File: src/rtl/utc_time_rx_pkg.sv
// Shared constants, state/error encodings and the range check for the
// UTC timecode frame decoder.
package utc_time_rx_pkg;

  localparam logic [7:0] SYNC0       = 8'hA5;
  localparam logic [7:0] SYNC1       = 8'h5A;
  localparam int         PAYLOAD_LEN = 6;

  typedef enum logic [1:0] {
    HUNT0,
    HUNT1,
    PAYLOAD,
    CHECK
  } state_e;

  typedef enum logic [1:0] {
    ERR_NONE     = 2'd0,
    ERR_CHECKSUM = 2'd1,
    ERR_RANGE    = 2'd2,
    ERR_TIMEOUT  = 2'd3
  } err_e;

  localparam logic [7:0] SEC_LIMIT  = 8'd60;
  localparam logic [7:0] MIN_LIMIT  = 8'd60;
  localparam logic [7:0] HOUR_LIMIT = 8'd24;
  localparam logic [7:0] DAY_MAX    = 8'd31;
  localparam logic [7:0] MONTH_MAX  = 8'd12;

  // Checked on the full received bytes, before truncation to field widths.
  function automatic logic fields_in_range(input logic [7:0] sec,
                                           input logic [7:0] minute,
                                           input logic [7:0] hour,
                                           input logic [7:0] day,
                                           input logic [7:0] month);
    return (sec < SEC_LIMIT) && (minute < MIN_LIMIT) && (hour < HOUR_LIMIT) &&
           (day != 8'd0) && (day <= DAY_MAX) &&
           (month != 8'd0) && (month <= MONTH_MAX);
  endfunction

endpackage

File: src/rtl/utc_time_rx.sv
// Byte-stream timecode decoder: hunts for A5 5A, collects six payload bytes,
// validates checksum and ranges, and publishes held UTC fields with a pulse.
module utc_time_rx
  import utc_time_rx_pkg::*;
#(
  parameter int TIMEOUT_CYCLES = 1000000,
  parameter int CNT_W          = 16
) (
  input  logic             clk,
  input  logic             rst_n,
  input  logic             rx_valid,
  input  logic [7:0]       rx_data,
  output logic             utc_time_update,
  output logic [5:0]       utc_time_second,
  output logic [5:0]       utc_time_minute,
  output logic [4:0]       utc_time_hour,
  output logic [4:0]       utc_time_day,
  output logic [3:0]       utc_time_month,
  output logic [7:0]       utc_time_year,
  output logic [CNT_W-1:0] frame_ok_cnt,
  output logic [CNT_W-1:0] frame_err_cnt,
  output logic [1:0]       last_err
);

  localparam int IDLE_W = (TIMEOUT_CYCLES > 1) ? $clog2(TIMEOUT_CYCLES) : 1;
  localparam logic [IDLE_W-1:0] IDLE_LAST = IDLE_W'(TIMEOUT_CYCLES - 1);
  localparam int IDX_W = $clog2(PAYLOAD_LEN);
  localparam logic [IDX_W-1:0] IDX_LAST = IDX_W'(PAYLOAD_LEN - 1);

  state_e            r_state, w_state_nxt;
  logic [IDX_W-1:0]  r_idx, w_idx_nxt;
  logic [7:0]        r_xor, w_xor_nxt;
  logic [IDLE_W-1:0] r_idle, w_idle_nxt;
  logic [7:0]        r_payload [PAYLOAD_LEN];

  logic              w_good, w_fail, w_timeout, w_chk_ok, w_rng_ok;
  err_e              w_fail_code;

  logic              r_update;
  logic [5:0]        r_sec, r_min;
  logic [4:0]        r_hour, r_day;
  logic [3:0]        r_month;
  logic [7:0]        r_year;
  logic [CNT_W-1:0]  r_ok_cnt, r_err_cnt;
  err_e              r_last_err;

  always_comb begin
    w_chk_ok    = (rx_data == r_xor);
    w_rng_ok    = fields_in_range(r_payload[0], r_payload[1], r_payload[2],
                                  r_payload[3], r_payload[4]);
    w_timeout   = (r_state != HUNT0) && !rx_valid && (r_idle == IDLE_LAST);
    w_state_nxt = r_state;
    w_idx_nxt   = r_idx;
    w_xor_nxt   = r_xor;
    w_idle_nxt  = (rx_valid || r_state == HUNT0) ? '0 : r_idle + 1'b1;
    w_good      = 1'b0;
    w_fail      = 1'b0;
    w_fail_code = ERR_NONE;
    // A byte on the final idle clock suppresses the timeout.
    if (w_timeout) begin
      w_state_nxt = HUNT0;
      w_idle_nxt  = '0;
      w_fail      = 1'b1;
      w_fail_code = ERR_TIMEOUT;
    end else if (rx_valid) begin
      case (r_state)
        HUNT0: begin
          if (rx_data == SYNC0) w_state_nxt = HUNT1;
        end
        HUNT1: begin
          if (rx_data == SYNC1) begin
            w_state_nxt = PAYLOAD;
            w_idx_nxt   = '0;
            w_xor_nxt   = '0;
          end else if (rx_data != SYNC0) begin
            w_state_nxt = HUNT0;
          end
        end
        PAYLOAD: begin
          w_xor_nxt = r_xor ^ rx_data;
          if (r_idx == IDX_LAST) w_state_nxt = CHECK;
          else                   w_idx_nxt   = r_idx + 1'b1;
        end
        CHECK: begin
          w_state_nxt = HUNT0;
          if (!w_chk_ok) begin
            w_fail      = 1'b1;
            w_fail_code = ERR_CHECKSUM;
          end else if (!w_rng_ok) begin
            w_fail      = 1'b1;
            w_fail_code = ERR_RANGE;
          end else begin
            w_good = 1'b1;
          end
        end
        default: w_state_nxt = HUNT0;
      endcase
    end
  end

  always_ff @(posedge clk or negedge rst_n) begin
    if (!rst_n) begin
      r_state <= HUNT0;
      r_idx   <= '0;
      r_xor   <= '0;
      r_idle  <= '0;
    end else begin
      r_state <= w_state_nxt;
      r_idx   <= w_idx_nxt;
      r_xor   <= w_xor_nxt;
      r_idle  <= w_idle_nxt;
    end
  end

  // Payload bytes are pure data; they are only consumed after a full frame.
  always_ff @(posedge clk) begin
    if (r_state == PAYLOAD && rx_valid) r_payload[r_idx] <= rx_data;
  end

  always_ff @(posedge clk or negedge rst_n) begin
    if (!rst_n) begin
      r_update   <= 1'b0;
      r_sec      <= '0;
      r_min      <= '0;
      r_hour     <= '0;
      r_day      <= '0;
      r_month    <= '0;
      r_year     <= '0;
      r_ok_cnt   <= '0;
      r_err_cnt  <= '0;
      r_last_err <= ERR_NONE;
    end else begin
      r_update <= w_good;
      if (w_good) begin
        r_sec   <= r_payload[0][5:0];
        r_min   <= r_payload[1][5:0];
        r_hour  <= r_payload[2][4:0];
        r_day   <= r_payload[3][4:0];
        r_month <= r_payload[4][3:0];
        r_year  <= r_payload[5];
        if (r_ok_cnt != '1) r_ok_cnt <= r_ok_cnt + 1'b1;
      end
      if (w_fail) begin
        if (r_err_cnt != '1) r_err_cnt <= r_err_cnt + 1'b1;
        r_last_err <= w_fail_code;
      end
    end
  end

  assign utc_time_update = r_update;
  assign utc_time_second = r_sec;
  assign utc_time_minute = r_min;
  assign utc_time_hour   = r_hour;
  assign utc_time_day    = r_day;
  assign utc_time_month  = r_month;
  assign utc_time_year   = r_year;
  assign frame_ok_cnt    = r_ok_cnt;
  assign frame_err_cnt   = r_err_cnt;
  assign last_err        = r_last_err;

endmodule

File: config.mk
export PLATFORM = sky130hd
export DESIGN_NAME = utc_time_rx
export DESIGN_NICKNAME = d
export VERILOG_FILES = /design/src/rtl/utc_time_rx_pkg.sv /design/src/rtl/utc_time_rx.sv
export SDC_FILE = /design/constraint.sdc
export NUM_CORES = 1
export LEC_CHECK = 0
export CAP_MARGIN = 5
export CORE_ASPECT_RATIO = 1.75
export CORE_UTILIZATION = 50
export CTS_CLUSTER_DIAMETER = 80
export DETAILED_ROUTE_END_ITERATION = 8
export GPL_ROUTABILITY_DRIVEN = 0
export HOLD_SLACK_MARGIN = 0.12
export PLACE_DENSITY = 0.73
export SLEW_MARGIN = 10
export SYNTH_ARGS = -nofsm -noshare
export SYNTH_HDL_FRONTEND = slang
export SYNTH_SLANG_ARGS = --single-unit
File: constraint.sdc
create_clock -name clk -period 3.25 [get_ports clk]
set_input_delay 0.8125 -clock clk [delete_from_list [all_inputs] [get_ports clk]]
set_output_delay 0.8125 -clock clk [all_outputs]
set_load 0.02 [all_outputs]
==> qor.csv <==
metric,value,unit
cp_data_required_time,3580,ps
postRouteAntennaNets,0,
yosys.cell_types.count,49,
clk_pin_slew_worst_paths,60,ps
num_antenna_cells,0,
peakVddDrop,0.0003904,V
synth_seq_cells,150,
cpPeakStageDelay,630,ps
slew_headroom,33.78,%
min_path_type,in -> async,
overflow,0,
cts_root_buf,clkbuf_16,
r2r-end,frame_err_cnt[7],
crit_arrival,3080,ps
max_freq,362.7,MHz
cp_max_fo,11,
grt_max_degree,54,
cts_setup_buffers,0,
numCtsBuffers,17,
finalSetupViolCount,0,
power,4.741,mW
clk_latency,410,ps
final_core_util,65.14,%
cp.buffers_inverters,1,
reg2reg_depth,8,
status,"complete, no violations",
finalHoldViolCount,0,
grt_usage,22.38,%
io_pins,80,
synthesis.instances,574,
p_per_area,582.4,nW/µm²
crit_chain,"clkdlybuf4s50_1, or4bb_1, o21ai_1, and3_1, nand3_1, o21ai_1",
start_kind,input pin,
critPathCapture,r_xor[3],
reg2reg_slack,800,ps
synth_nets,594,
start_util,51.46,%
dp_hpwl,9509,µm
vias,4563,
critPathKind,in -> reg,
fp.dieW,87.74,µm
rsz0062_at_grt,false,
yosysWarnings,0,
crit_path_start,rx_data[6],
synth_area_per_cell,11.21,µm²
rows,54,
nFillCells,979,
grt_pass1_wl,23000,µm
cts_max_level,4,
mostFrequentLayoutCell,nand2_1,
grt_pass1_vias,4701,
core-area,12500,µm²
syn_to_final_growth,26.57,%
worst-path-stages,6,
cts_tree,done,
final_nets,697,
layout_common_cells,"nand2_1 (129), dfrtp_1 (102), clkdlybuf4s50_1 (78)",
synthFlopType,dfrtp_1,
clockBufferDepth,2,
r2r-start,r_state[0],
seq_area_frac_synth,62.09,%
final.setup.tns,0,ps
syn-cell-area,6432,µm²
crit_family,simple AND/OR/NAND/NOR gates,
wl,13520,µm
worst_pin_slew,984.2,ps
fin_crit_sh,84.84,%
first_iter_violations,275,
critPathMostFrequentCell,o21ai_1,
antenna_found_initial,0,
wl_per_cell,15.75,µm
vias_per_cell,5.318,
die-area,13340,µm²
crit_slowest_cell,clkdlybuf4s50_1,
maxCapViolCount,0,
min_period,2757,ps
drc,0,
synthArstFlopShare,68.00,%
drtPass1Iterations,5,
maxSlewViolCount,0,
cts.sink_count,150,
post_cts_resized,0,
drive_gt1_share,9.710,%
fin_skew,11.70,ps
ctsHoldBuffers,0,
synth_enable_flop_cells,48,
numPortBuffers,79,
die_h,152.0,µm
leakagePower,3.424,nW
critPathCaptureType,flip-flop,
area by class of cell:
class / instances / area, µm² / share of cell area [%]
clock buffers: 20 / 457.9 / 5.625
well taps: 168 / 210.2 / 2.582
multi-input cells: 395 / 2306 / 28.32
inverters: 8 / 30.03 / 0.3688
clock inverters: 12 / 147.6 / 1.813
flip-flops and latches: 150 / 3994 / 49.05
repair buffers: 105 / 996.0 / 12.23
cell usage after synthesis (2+ instances only):
cell / number / share of area, %
nor2_1: 35 / 2.0
buf_2: 7 / 0.54
and2_1: 4 / 0.39
or4bb_1: 2 / 0.35
a21oi_1: 3 / 0.23
clkbuf_1: 11 / 0.64
inv_1: 8 / 0.47
nand2b_1: 2 / 0.19
nor3_1: 9 / 0.70
nor4bb_1: 2 / 0.31
nor4b_1: 2 / 0.27
nand4_1: 25 / 2.4
xnor2_1: 30 / 4.1
dfrtp_1: 102 / 40
xor2_1: 24 / 3.3
o21ai_0: 13 / 1.0
and4_1: 3 / 0.41
o211ai_1: 4 / 0.47
buf_4: 2 / 0.23
mux2_2: 3 / 0.53
nor2b_1: 8 / 0.78
and3_1: 12 / 1.2
or3_1: 2 / 0.19
edfxtp_1: 48 / 22
nor4_1: 11 / 1.1
nand3_1: 35 / 2.7
o21ai_1: 8 / 0.62
nand2_1: 129 / 7.5
o22ai_1: 2 / 0.19
ha_1: 9 / 1.8
cell families after synthesis:
| family | Yosys count | share of synthesized area [%] |
|---|---|---|
| AOI/OAI and AO/OA | 39 | 4.046 |
| xor gates and xnor gates | 54 | 7.353 |
| adders and majority gates | 9 | 1.751 |
| buffers and inverters | 29 | 2.062 |
| DFF | 150 | 62.09 |
| muxes | 4 | 0.7585 |
| and+or+nand+nor | 289 | 21.94 |
flip-flops by register name, summed over array words and instances, names as in the netlist:
register	count
last_err	2
utc_time_day	5
utc_time_second	6
frame_ok_cnt	16
utc_time_year	8
utc_time_update	1
frame_err_cnt	16
utc_time_month	4
r_idx	3
utc_time_hour	5
r_state	2
utc_time_minute	6
r_xor	8
r_payload	48
r_idle	20
report_power, final:
part	leakage [nW]	internal [mW]	switching, mW
clock network	0.295	1.25	0.749
registers	1.83	2.06	0.105
logic	1.30	0.236	0.341
through the flow:
| stage | worst slack (ps) | hold slack, ps | cells | area [µm²] |
|---|---|---|---|---|
| finish | 492.7 | 427.1 | 858 | 8142 |
| global route | 311.4 | 474.1 | 858 | 8142 |
| CTS | 512.1 | 443.7 | 858 | 8142 |
| detailed placement | 85.33 | 431.0 | 826 | 7536 |
| global placement | 127.9 | 425.4 | 826 | 7536 |
| floorplan | 967.4 | 422.1 | 574 | 6432 |
worst min-delay path by stage:
stage | start | to | slack [ps] | cells after the start
6_report | rst_n | utc_time_year[7] | 430 | 1
5_1_grt | r_payload[5][5] | utc_time_year[5] | 470 | 2
4_1_cts | r_payload[0][0] | utc_time_second[0] | 440 | 2
3_5_place_dp | r_payload[5][0] | utc_time_year[0] | 430 | 2
3_3_place_gp | r_payload[5][5] | utc_time_year[5] | 430 | 2
2_1_floorplan | r_payload[2][0] | utc_time_hour[0] | 420 | 2
worst register-to-register path, stage by stage, from the launching register on:
cell and delay, ps:
dfrtp_1 390, inv_1 100, ha_1 260, nor4_1 340, nand4_1 340, a21oi_2 420
buf_4 220, nand4_1 120, xnor2_1 150
metal layers:
layer,track usage [%],wire [µm],part of all wire (%)
met4,9.212,388,2.9
met5,0,0,0
met1,25.28,5140,38
met2,40.57,7657,57
met3,3.585,329,2.4
No activity file was read; power rests on OpenSTA's default activity.
==> patch 1 (same settings) <==
Change the package constant `MONTH_MAX` from 8'd12 to 8'd6.
--- a/src/rtl/utc_time_rx_pkg.sv
+++ b/src/rtl/utc_time_rx_pkg.sv
@@ -26,3 +26,3 @@
   localparam logic [7:0] DAY_MAX    = 8'd31;
-  localparam logic [7:0] MONTH_MAX  = 8'd12;
+  localparam logic [7:0] MONTH_MAX  = 8'd6;
 
Check against the original RTL: not equivalent (Yosys sat finds a counterexample within 10 cycles, from zero or initial values and one cycle with rst_n low).
==> patch 1 against the unedited design <==
Area after synthesis decreased by 1.9%. Final area shrank 1.6%. Critical path type unchanged. Worst hold slack got worse by 0.22 ns. Setup slack lost 0.070 ns. Die area fell by 1.9%. Largest cell class unchanged. Sequential cell count unchanged. Wire length down 6.5%. Highest routed layer unchanged.
Power is not compared: it rests on default switching activity, and its combinational part moved more than twofold at a synthesized area within 25%.
==> patch 1: results <==
set metrics [dict create \
    slowest_stage "clkdlybuf4s50_1" \
    synth_cell_types 42 \
    first_iter_violations 266 \
    placed_area_um2 7430 \
    syn_to_final_growth_pct 27.0 \
    dr.pass1.iters 4 \
    grt_use_total 0.211 \
    vias 4466 \
    postCtsSetupBuffers 0 \
    grt_pass1_wl_um 20900 \
    grt_max_degree 97 \
    critPathMaxStageDelay_ns 0.43 \
    synth_fp_nets 585 \
    synth_common_cells "nand2_1, dfrtp_1, edfxtp_1" \
    synth_area_leaders "dfrtp_1, edfxtp_1, nand2_1, xnor2_1, xor2_1" \
    p_clk_frac 0.465 \
    ys_seq_area_frac 0.633 \
    crit_path_max_fanout 14 \
    total_leakage_power_uw 0.00342 \
    fin_skew_ns 0.00947 \
    drive_above_1_share 0.107 \
    worst_pin_slew_ns 0.732 \
    clk_latency_ns 0.42 \
    synth-edff-count 48 \
    cp_data_arrival_time_ns 3.16 \
    dp.final_hpwl_um 8830 \
    fillCellCount 946 \
    nNetsFinal 691 \
    drt-wirelength-per-cell_um 14.9 \
    antenna_cells 0 \
    r2r_cells 10 \
    status "finished, final reports clean" \
]
## patch 1: logic make-up (layout without fill, tap and decap cells)
logic type      count (synthesis)  after routing  synth area share
simple gates                  286            286             0.218
fa+ha+maj                       9              9            0.0179
buf+inv                        27            146            0.0184
flops                         150            150             0.633
mux                             4              4           0.00714
compound gates                 40             40            0.0373
xor+xnor                       49             49            0.0680
## patch 1: through the flow
stage	setup WS (ns)	std cells	hold WS, ns
4_1_cts	0.430	849	0.184
2_1_floorplan	0.425	565	0.422
5_1_grt	0.199	849	0.188
3_3_place_gp	0.0310	817	0.428
3_5_place_dp	0.00277	817	0.429
6_report	0.423	849	0.204
## patch 1: final cells by class
cell class	count	area share
multi-input combinational	388	0.275
timing repair buffer	104	0.123
clock buffer	17	0.0531
clock inverter	15	0.0197
tap	165	0.0258
inverter	10	0.00469
sequential	150	0.499
## patch 1: path summary, 6_finish.rpt
check,startpoint,endpoint,slack (ns)
max,rx_valid,frame_err_cnt[11]$_DFFE_PN0P_,0.42
min,rst_n,frame_ok_cnt[9]$_DFFE_PN0P_,0.20
max reg2reg,r_state[0]$_DFFE_PN0P_,frame_err_cnt[11]$_DFFE_PN0P_,0.47
min reg2reg,r_payload[5][0]$_DFFE_PP_,utc_time_year[0]$_DFFE_PN0P_,0.44
max in group asynchronous,rst_n,utc_time_year[1]$_DFFE_PN0P_,2.35
min in group clk,r_payload[5][0]$_DFFE_PP_,utc_time_year[0]$_DFFE_PN0P_,0.44
## patch 1: per-layer routing
metal | GRT usage | share of wire
met5 | 0 | 0
met4 | 0.0883 | 0.022
met3 | 0.0499 | 0.026
met2 | 0.394 | 0.57
met1 | 0.220 | 0.38
==> patch 2 (same flow settings) <==
Made on the original files. Re-encode `state_e` (4 states) as one-hot, 4 bits wide.
--- a/src/rtl/utc_time_rx_pkg.sv
+++ b/src/rtl/utc_time_rx_pkg.sv
@@ -8,7 +8,7 @@
 
-  typedef enum logic [1:0] {
-    HUNT0,
-    HUNT1,
-    PAYLOAD,
-    CHECK
+  typedef enum logic [3:0] {
+    HUNT0   = 4'b0001,
+    HUNT1   = 4'b0010,
+    PAYLOAD = 4'b0100,
+    CHECK   = 4'b1000
   } state_e;
Function: no difference found for any inputs over 4 cycles, from zero or initial values and one cycle with rst_n low; so few cycles prove little.
==> patch 2 against the unedited design <==
Critical path depth rose by 1. Wire length decreased by 1.6%. Global-route usage fell by 0.49 points. Maximum frequency rose by 3.6%. Setup slack gained 0.095 ns. Area after synthesis fell by 0.19%. Sequential cell count is 2 higher. Final area is 0.66% lower. Clock skew shrank 0.0018 ns. Non-clock buffer count is 5 lower. Largest cell class unchanged.
Power is not compared: it rests on default switching activity, and its combinational part moved more than twofold at a synthesized area within 25%.
==> patch 2: results <==
set metrics [dict create \
    status "finished, final reports clean" \
    grt_use_met1 0.236 \
    syn_inst 579 \
    grt_pass1_wl_um 22500 \
    grt_max_degree 58 \
    use_met3 0.0483 \
    synth-edff-count 48 \
    vias 4630 \
    synth_cell_types 44 \
    synth-xor-area-share 0.0737 \
    drive_above_1_share 0.0963 \
    r2r-start "r_idle[6]$_DFF_PN0_" \
    synth.area.mux_share 0.0127 \
    grt_pass1_vias 4715 \
    wl_met2_um 7570 \
    worst_pin_slew_ns 0.677 \
    use_met2 0.405 \
    grt_use_total 0.219 \
    cp_top_family "buffers and inverters" \
    place_inst 832 \
    critPathMaxStageDelay_ns 0.72 \
    dr.pass1.iters 4 \
    wl_met3_um 413 \
    synth_common_cells "nand2_1, dfrtp_1, nor2_1" \
    synth_fa_ha_area_frac 0.00974 \
    wl_met1_um 5050 \
    fillCellCount 938 \
    synth-compound-area-share 0.0298 \
    cp_data_arrival_time_ns 3.01 \
    nNetsFinal 699 \
    first_iter_violations 205 \
    synthArstFlopShare 0.684 \
    dp_slack_ns 0.188 \
    via_per_inst 5.36 \
    ys_seq_area_frac 0.630 \
    synth_area_leaders "dfrtp_1, edfxtp_1, nand2_1, xnor2_1, nor2_1" \
    dp.final_hpwl_um 9570 \
    synth_fp_nets 595 \
]
## patch 2: final timing paths
path                                                   to  slack [ns]  depth (start not counted)
max                                r_state[0]$_DFFE_PN1P_        0.59                          7
min                          utc_time_year[3]$_DFFE_PN0P_        0.40                          1
max reg2reg                        r_state[0]$_DFFE_PN1P_        0.82                          6
min reg2reg                utc_time_minute[0]$_DFFE_PN0P_        0.45                          2
max in group asynchronous    utc_time_hour[0]$_DFFE_PN0P_        2.12                          2
min in group clk           utc_time_minute[0]$_DFFE_PN0P_        0.45                          2
## patch 2: area by class of cell
type	instances	area share
Sequential cell	152	0.500
Multi-Input combinational cell	405	0.282
Timing Repair Buffer	100	0.119
Clock buffer	18	0.0531
Tap cell	168	0.0260
Clock inverter	14	0.0170
Inverter	7	0.00325
## patch 2: where the power goes
group	leakage [uW]	switching, uW	internal (uW)
clock network	0.000283	806	1070
registers	0.00186	19.4	1990
logic	0.00133	99.1	49.4
